--- src/rtl/div_pkg.sv ---
// Shared types and limits for the divider blocks and their measurement monitor.
package div_pkg;
  typedef enum logic [1:0] {WAIT_RISE, MEAS_HIGH, MEAS_LOW} meas_state_t;
  localparam int SYNC_STAGES_MIN = 2;
endpackage

--- src/rtl/sync_edge.sv ---
// Synchronizes an asynchronous clock-like input and flags its rising and falling edges.
// rise/fall are combinational from the last two synchronized samples.
module sync_edge
  import div_pkg::*;
#(
  parameter int SYNC_STAGES = 2
) (
  input  logic clk,
  input  logic rst,
  input  logic clk_in,
  output logic rise,
  output logic fall
);
  localparam int STAGES = (SYNC_STAGES < SYNC_STAGES_MIN) ? SYNC_STAGES_MIN : SYNC_STAGES;

  logic [STAGES-1:0] sync_q, sync_d;
  logic              s_d_q, s_d_d;
  logic              s;

  always_comb begin
    sync_d = {sync_q[STAGES-2:0], clk_in};
    s_d_d  = sync_q[STAGES-1];
  end

  always_ff @(posedge clk or posedge rst) begin
    if (rst) begin
      sync_q <= '0;
      s_d_q  <= 1'b0;
    end else begin
      sync_q <= sync_d;
      s_d_q  <= s_d_d;
    end
  end

  assign s    = sync_q[STAGES-1];
  assign rise = s & ~s_d_q;
  assign fall = ~s & s_d_q;
endmodule

--- src/rtl/div_measure.sv ---
// Measures high time, low time and period of a divided clock in system-clock cycles,
// flags duty balance, declares lock on a stable period, and times out on a stuck level.
module div_measure
  import div_pkg::*;
#(
  parameter int W           = 16,
  parameter int SYNC_STAGES = 2,
  parameter int LOCK_CNT    = 4
) (
  input  logic         clk,
  input  logic         rst,
  input  logic         clk_in,
  output logic [W-1:0] high_cnt,
  output logic [W-1:0] low_cnt,
  output logic [W-1:0] period,
  output logic         valid,
  output logic         balanced,
  output logic         locked,
  output logic         timeout
);
  localparam int            MW       = $clog2(LOCK_CNT + 1);
  localparam logic [W-1:0]  CNT_MAX  = {W{1'b1}};
  localparam logic [W-1:0]  CNT_ONE  = W'(1);
  localparam logic [MW-1:0] MATCH_MAX = MW'(LOCK_CNT);
  localparam logic [MW-1:0] MATCH_ONE = MW'(1);

  logic rise, fall;

  sync_edge #(.SYNC_STAGES(SYNC_STAGES)) u_sync_edge (
    .clk    (clk),
    .rst    (rst),
    .clk_in (clk_in),
    .rise   (rise),
    .fall   (fall)
  );

  meas_state_t   state_q, state_d;
  logic [W-1:0]  cnt_q, cnt_d;
  logic [W-1:0]  hi_r_q, hi_r_d;
  logic [W-1:0]  high_cnt_q, high_cnt_d;
  logic [W-1:0]  low_cnt_q, low_cnt_d;
  logic [W-1:0]  period_q, period_d;
  logic          valid_q, valid_d;
  logic          balanced_q, balanced_d;
  logic          locked_q, locked_d;
  logic          timeout_q, timeout_d;
  logic [MW-1:0] match_q, match_d;

  logic [W:0]    sum;
  logic [W-1:0]  period_sat;
  logic [W-1:0]  diff;
  logic [W-1:0]  cnt_inc;
  logic          stuck;

  always_comb begin
    sum        = {1'b0, hi_r_q} + {1'b0, cnt_q};
    period_sat = sum[W] ? CNT_MAX : sum[W-1:0];
    diff       = (hi_r_q >= cnt_q) ? (hi_r_q - cnt_q) : (cnt_q - hi_r_q);
    cnt_inc    = (cnt_q == CNT_MAX) ? cnt_q : (cnt_q + CNT_ONE);

    state_d    = state_q;
    cnt_d      = cnt_q;
    hi_r_d     = hi_r_q;
    high_cnt_d = high_cnt_q;
    low_cnt_d  = low_cnt_q;
    period_d   = period_q;
    valid_d    = 1'b0;
    balanced_d = balanced_q;
    locked_d   = locked_q;
    timeout_d  = 1'b0;
    match_d    = match_q;
    stuck      = 1'b0;

    unique case (state_q)
      WAIT_RISE: begin
        if (rise) begin
          cnt_d   = CNT_ONE;
          state_d = MEAS_HIGH;
        end
      end
      MEAS_HIGH: begin
        if (fall) begin
          hi_r_d  = cnt_q;
          cnt_d   = CNT_ONE;
          state_d = MEAS_LOW;
        end else if (cnt_q == CNT_MAX) begin
          stuck = 1'b1;
        end else begin
          cnt_d = cnt_inc;
        end
      end
      MEAS_LOW: begin
        if (rise) begin
          high_cnt_d = hi_r_q;
          low_cnt_d  = cnt_q;
          period_d   = period_sat;
          balanced_d = (diff <= CNT_ONE);
          valid_d    = 1'b1;
          // match_q == 0 means no prior period since reset/timeout to compare with
          if (match_q != '0 && period_sat == period_q)
            match_d = (match_q == MATCH_MAX) ? match_q : (match_q + MATCH_ONE);
          else
            match_d = MATCH_ONE;
          locked_d = (match_d == MATCH_MAX);
          cnt_d    = CNT_ONE;
          state_d  = MEAS_HIGH;
        end else if (cnt_q == CNT_MAX) begin
          stuck = 1'b1;
        end else begin
          cnt_d = cnt_inc;
        end
      end
      default: state_d = WAIT_RISE;
    endcase

    // Measured counts are left untouched so the last good result stays visible.
    if (stuck) begin
      timeout_d = 1'b1;
      locked_d  = 1'b0;
      match_d   = '0;
      cnt_d     = '0;
      state_d   = WAIT_RISE;
    end
  end

  always_ff @(posedge clk or posedge rst) begin
    if (rst) begin
      state_q    <= WAIT_RISE;
      cnt_q      <= '0;
      hi_r_q     <= '0;
      high_cnt_q <= '0;
      low_cnt_q  <= '0;
      period_q   <= '0;
      valid_q    <= 1'b0;
      balanced_q <= 1'b0;
      locked_q   <= 1'b0;
      timeout_q  <= 1'b0;
      match_q    <= '0;
    end else begin
      state_q    <= state_d;
      cnt_q      <= cnt_d;
      hi_r_q     <= hi_r_d;
      high_cnt_q <= high_cnt_d;
      low_cnt_q  <= low_cnt_d;
      period_q   <= period_d;
      valid_q    <= valid_d;
      balanced_q <= balanced_d;
      locked_q   <= locked_d;
      timeout_q  <= timeout_d;
      match_q    <= match_d;
    end
  end

  assign high_cnt = high_cnt_q;
  assign low_cnt  = low_cnt_q;
  assign period   = period_q;
  assign valid    = valid_q;
  assign balanced = balanced_q;
  assign locked   = locked_q;
  assign timeout  = timeout_q;
endmodule

--- config.mk ---
export PLATFORM = sky130hd
export DESIGN_NAME = div_measure
export DESIGN_NICKNAME = d
export VERILOG_FILES = /design/src/rtl/div_pkg.sv /design/src/rtl/sync_edge.sv /design/src/rtl/div_measure.sv
export SDC_FILE = /design/constraint.sdc
export NUM_CORES = 1
export LEC_CHECK = 0
export BUFFER_PORTS_ARGS = -buffer_cell sky130_fd_sc_hd__buf_2
export CORE_UTILIZATION = 45
export CTS_CLUSTER_DIAMETER = 40
export DETAILED_ROUTE_END_ITERATION = 12
export GPL_TIMING_DRIVEN = 0
export PLACE_DENSITY = 0.65
export SKIP_CTS_REPAIR_TIMING = 1
export SLEW_MARGIN = 15
export SYNTH_ARGS = -nofsm -noshare
export SYNTH_HDL_FRONTEND = slang
export SYNTH_SLANG_ARGS = --single-unit
--- constraint.sdc ---
create_clock -name clk -period 3.07 [get_ports clk]
set_input_delay 0.4605 -clock clk [delete_from_list [all_inputs] [get_ports clk]]
set_output_delay 0.4605 -clock clk [all_outputs]
set_load 0.005 [all_outputs]
==> results.md <==
- Number of enable flip-flop cells after synthesis: 0
- Drt first pass iters: 9
- Slowest cell delay on critical path: 470 ps
- Reg-to-Reg Start: hi_r_q[0]
- Die Width: 125 um
- First-pass GRT wire length: 32.2 mm
- Worst-margin pin slew: 727 ps
- Sequential fraction of the synthesis area: 0.338
- Seq. cell area: 2320 sq um
- Register clock-pin slew on the reported worst setup and hold paths: 70 ps
- Worst path slowest cell: a2111o_1
- Vias in the first global route: 6015
- Worst skew pair latency: 360 ps
- Total global-route track usage: 0.261
- Tot Pwr: 6.45 mW
- Clock Tree Root: clkbuf_16
- Max clock buf depth: 2
- Clock Skews: 10.3 ps
- Ys async rst share: 1.00
- CTS tree: yes
- Antenna cells: 0
- Setup ws final: -434 ps
- Number of synthesized register bits: 92
- # rows: 44
- # fillers: 1366
- Ys Warns: 0
- Crit path kind: flop to flop
- Vias after detailed routing: 6489
- Switching share of power: 0.431
- Vias/cell: 5.88
- Layout area overhead: 21.1%
- Setup crit start kind: flop
- # DRC: 6
- GP Congestion: 0.952
- Die height: 125 um
- Hold Path Class: input pin to async pin
- Gate power share: 0.586
- Cells after Synth: 815
- Clk sinks: 92
- Net Switching: 2.78 mW
- Slew Limit Fails: 0
- Share of cells above drive strength 1: 0.216
- Core ar.: 14600 sq um
- Area share of the largest cell type after synthesis: 0.338
- Crit path DAT: 3790 ps
- RR Endpoint: balanced
- DP HPWL: 15.1 mm
- Worst reg2reg setup slack: -430 ps
- Final hold violation count: 0
- Design internal power: 3.67 mW
- Slew margin rel.: 0.513
- WL per Instance: 18.3 um
- Routed wire length: 20.2 mm
- CTS H-tree lvls: 3
- Tmin final: 3500 ps
- Clk network pwr share: 0.170
- Syn_area_per_cell: 8.36 sq um
- Fin Hold WS: 146 ps
- Post-place setup slack: -766 ps
- Largest net degree at the start of global routing: 51
- Part of the power in registers: 0.243
- Maxcap violations: 0
- Post-Syn Area: 6810 sq um
- R2R cell count: 14
- Finish-stage setup viols: 5
- Final worst path period share: 1.14
- Num ports: 55
- Crit path required time: 3360 ps
- Worst vdd ir: 0.406 mV
- Die area: 15600 sq um
- Worst path cell trace: inv_2 -> ha_4 -> inv_1 -> fa_2 -> a21o_1 -> a2111o_1 -> o21ai_2 -> buf_4 -> o211ai_4 -> nor4_2 -> a211oi_1 -> a2111oi_1 -> nand4_1 -> o21ai_1
- Critical Path Fanout Max: 10
- Static leakage: 3.74 nW
- Initial antenna violation count: 0
- Mapped Nets: 876
- Failing checks: DRC, setup timing
- Result of the run: finished, violations left
- Power density cells: 781 nW/um^2
- Multi-input combinational cell area: 4430 sq um
- Starting Density: 0.465
- Max Fclk: 285 MHz
- Final net count: 976
- RSZ-0062 raised after global routing: yes
- Inserted Clock Buffers: 9
- Top_reg_cell synth: dfrtp_1
- Largest cells by area after synthesis: dfrtp_1, ha_1, o21ai_0
- Critical Path End Type: flop
- IO buf count: 54
- Final ANT Viol Nets: 0
- Starting DRT DRC Count: 367
- Cell variety after synth: 72
- Synth area leader: dfrtp_1
- Grt total ovfl: 0
-- worst max-delay path by stage --
| stage | from | slack (ps) | to | cells past startpoint |
|---|---|---|---|---|
| 2_1_floorplan | cnt_q[0] | 5 | match_q[2] | 13 |
| 3_3_place_gp | rst | -1260 | cnt_q[6] | 2 |
| 3_5_place_dp | cnt_q[0] | -770 | balanced | 14 |
| 4_1_cts | cnt_q[0] | -790 | balanced | 14 |
| 5_1_grt | hi_r_q[0] | -580 | balanced | 15 |
| 6_report | hi_r_q[0] | -430 | balanced | 14 |
-- power groups by stage --
stage / combinational [mW] / clock (mW) / sequential (mW)
finish: 3.78 / 1.10 / 1.57
detailed placement: 3.25 / 0 / 1.59
floorplan: 2.48 / 0 / 1.55
global placement: 3.23 / 0 / 1.59
global route: 4.09 / 1.16 / 1.59
CTS: 3.26 / 1.11 / 1.57
-- logic make-up after synthesis --
family                   after synthesis  synth area share
multiplexers                          11            0.0164
AND/OR/NAND/NOR                      278             0.201
flip-flops                            92             0.338
adder cells (fa/ha/maj)               58             0.110
buffers and inverters                 98            0.0586
AO/OA/AOI/OAI                        248             0.237
XOR/XNOR                              30            0.0386
-- critical path, delay by kind of cell (launching register included) --
kind                     cells  cell delay (ps)
adder cells (fa/ha/maj)      2              510
buffers and inverters        3              290
AO/OA/AOI/OAI                7             1650
flip-flops                   1              430
AND/OR/NAND/NOR              2              550
-- cell type report --
class,instances,share of cell area
buffer,39,0.0253
clock buffer,12,0.0299
inverter,59,0.0282
clock inverter,4,0.00410
tap,184,0.0279
sequential,92,0.281
timing repair buffer,89,0.0670
multi-input combinational,625,0.537
-- routing by layer --
| metal | vias up | GRT usage | share of wire |
|---|---|---|---|
| li1 | 3133 | - | - |
| met1 | 3096 | 0.367 | 0.47 |
| met2 | 227 | 0.407 | 0.45 |
| met3 | 33 | 0.0312 | 0.054 |
| met4 | 0 | 0.105 | 0.024 |
| met5 | - | 0 | 0 |
-- metrics by stage --
stage	area (sq um)	TNS, ps	utilization	instances
4_1_cts	7710	-3560	0.526	1070
3_5_place_dp	7430	-3330	0.507	1054
3_3_place_gp	7400	-92700	0.505	1053
6_report	8250	-1740	0.563	1104
5_1_grt	8250	-2350	0.563	1104
2_1_floorplan	6900	0	-	815
-- flip-flops by register name (all words and copies together) (netlist names) --
signal,count
balanced,1
locked,1
state_q,2
u_sync_edge.sync_q,2
cnt_q,16
timeout,1
u_sync_edge.s_d_q,1
valid,1
hi_r_q,16
period,16
match_q,3
high_cnt,16
low_cnt,16
-- cells in the final DEF, fill, tap and decap left out, types with 5 or more instances in the layout --
cell / n
nand2_1: 85
dfrtp_1: 80
o21ai_0: 78
nor2_1: 64
buf_2: 57
inv_1: 48
ha_1: 48
a21oi_1: 42
buf_4: 37
xnor2_1: 22
nor3_1: 22
clkbuf_1: 21
nand3_1: 18
a31oi_1: 18
nand4_1: 15
dfrtp_2: 12
nor2b_1: 10
o21bai_1: 10
a211oi_1: 10
mux2i_1: 9
clkbuf_16: 9
nand2b_1: 8
a21o_1: 8
or2_2: 7
inv_2: 7
and3_1: 7
o31ai_1: 7
nand3b_1: 7
a2111o_1: 6
or3_1: 6
o22ai_1: 6
clkbuf_2: 5
o2111ai_1: 5
xor2_1: 5
ha_4: 5
-- synth_stat cells (8+ instances only) --
cell,instances
dfrtp_1,92
nor3_1,24
a2111oi_0,9
clkbuf_1,25
mux2i_1,10
nor4_1,8
o21ai_0,81
o21bai_1,11
nor2b_1,10
inv_1,56
a21o_1,8
nand2_1,86
nand3_1,18
nor2_1,64
o22ai_1,9
a211oi_1,10
a31oi_1,18
ha_1,55
nand4_1,15
a21oi_1,45
xnor2_1,25
nand2b_1,9
No activity file was read; power rests on OpenSTA's default activity.
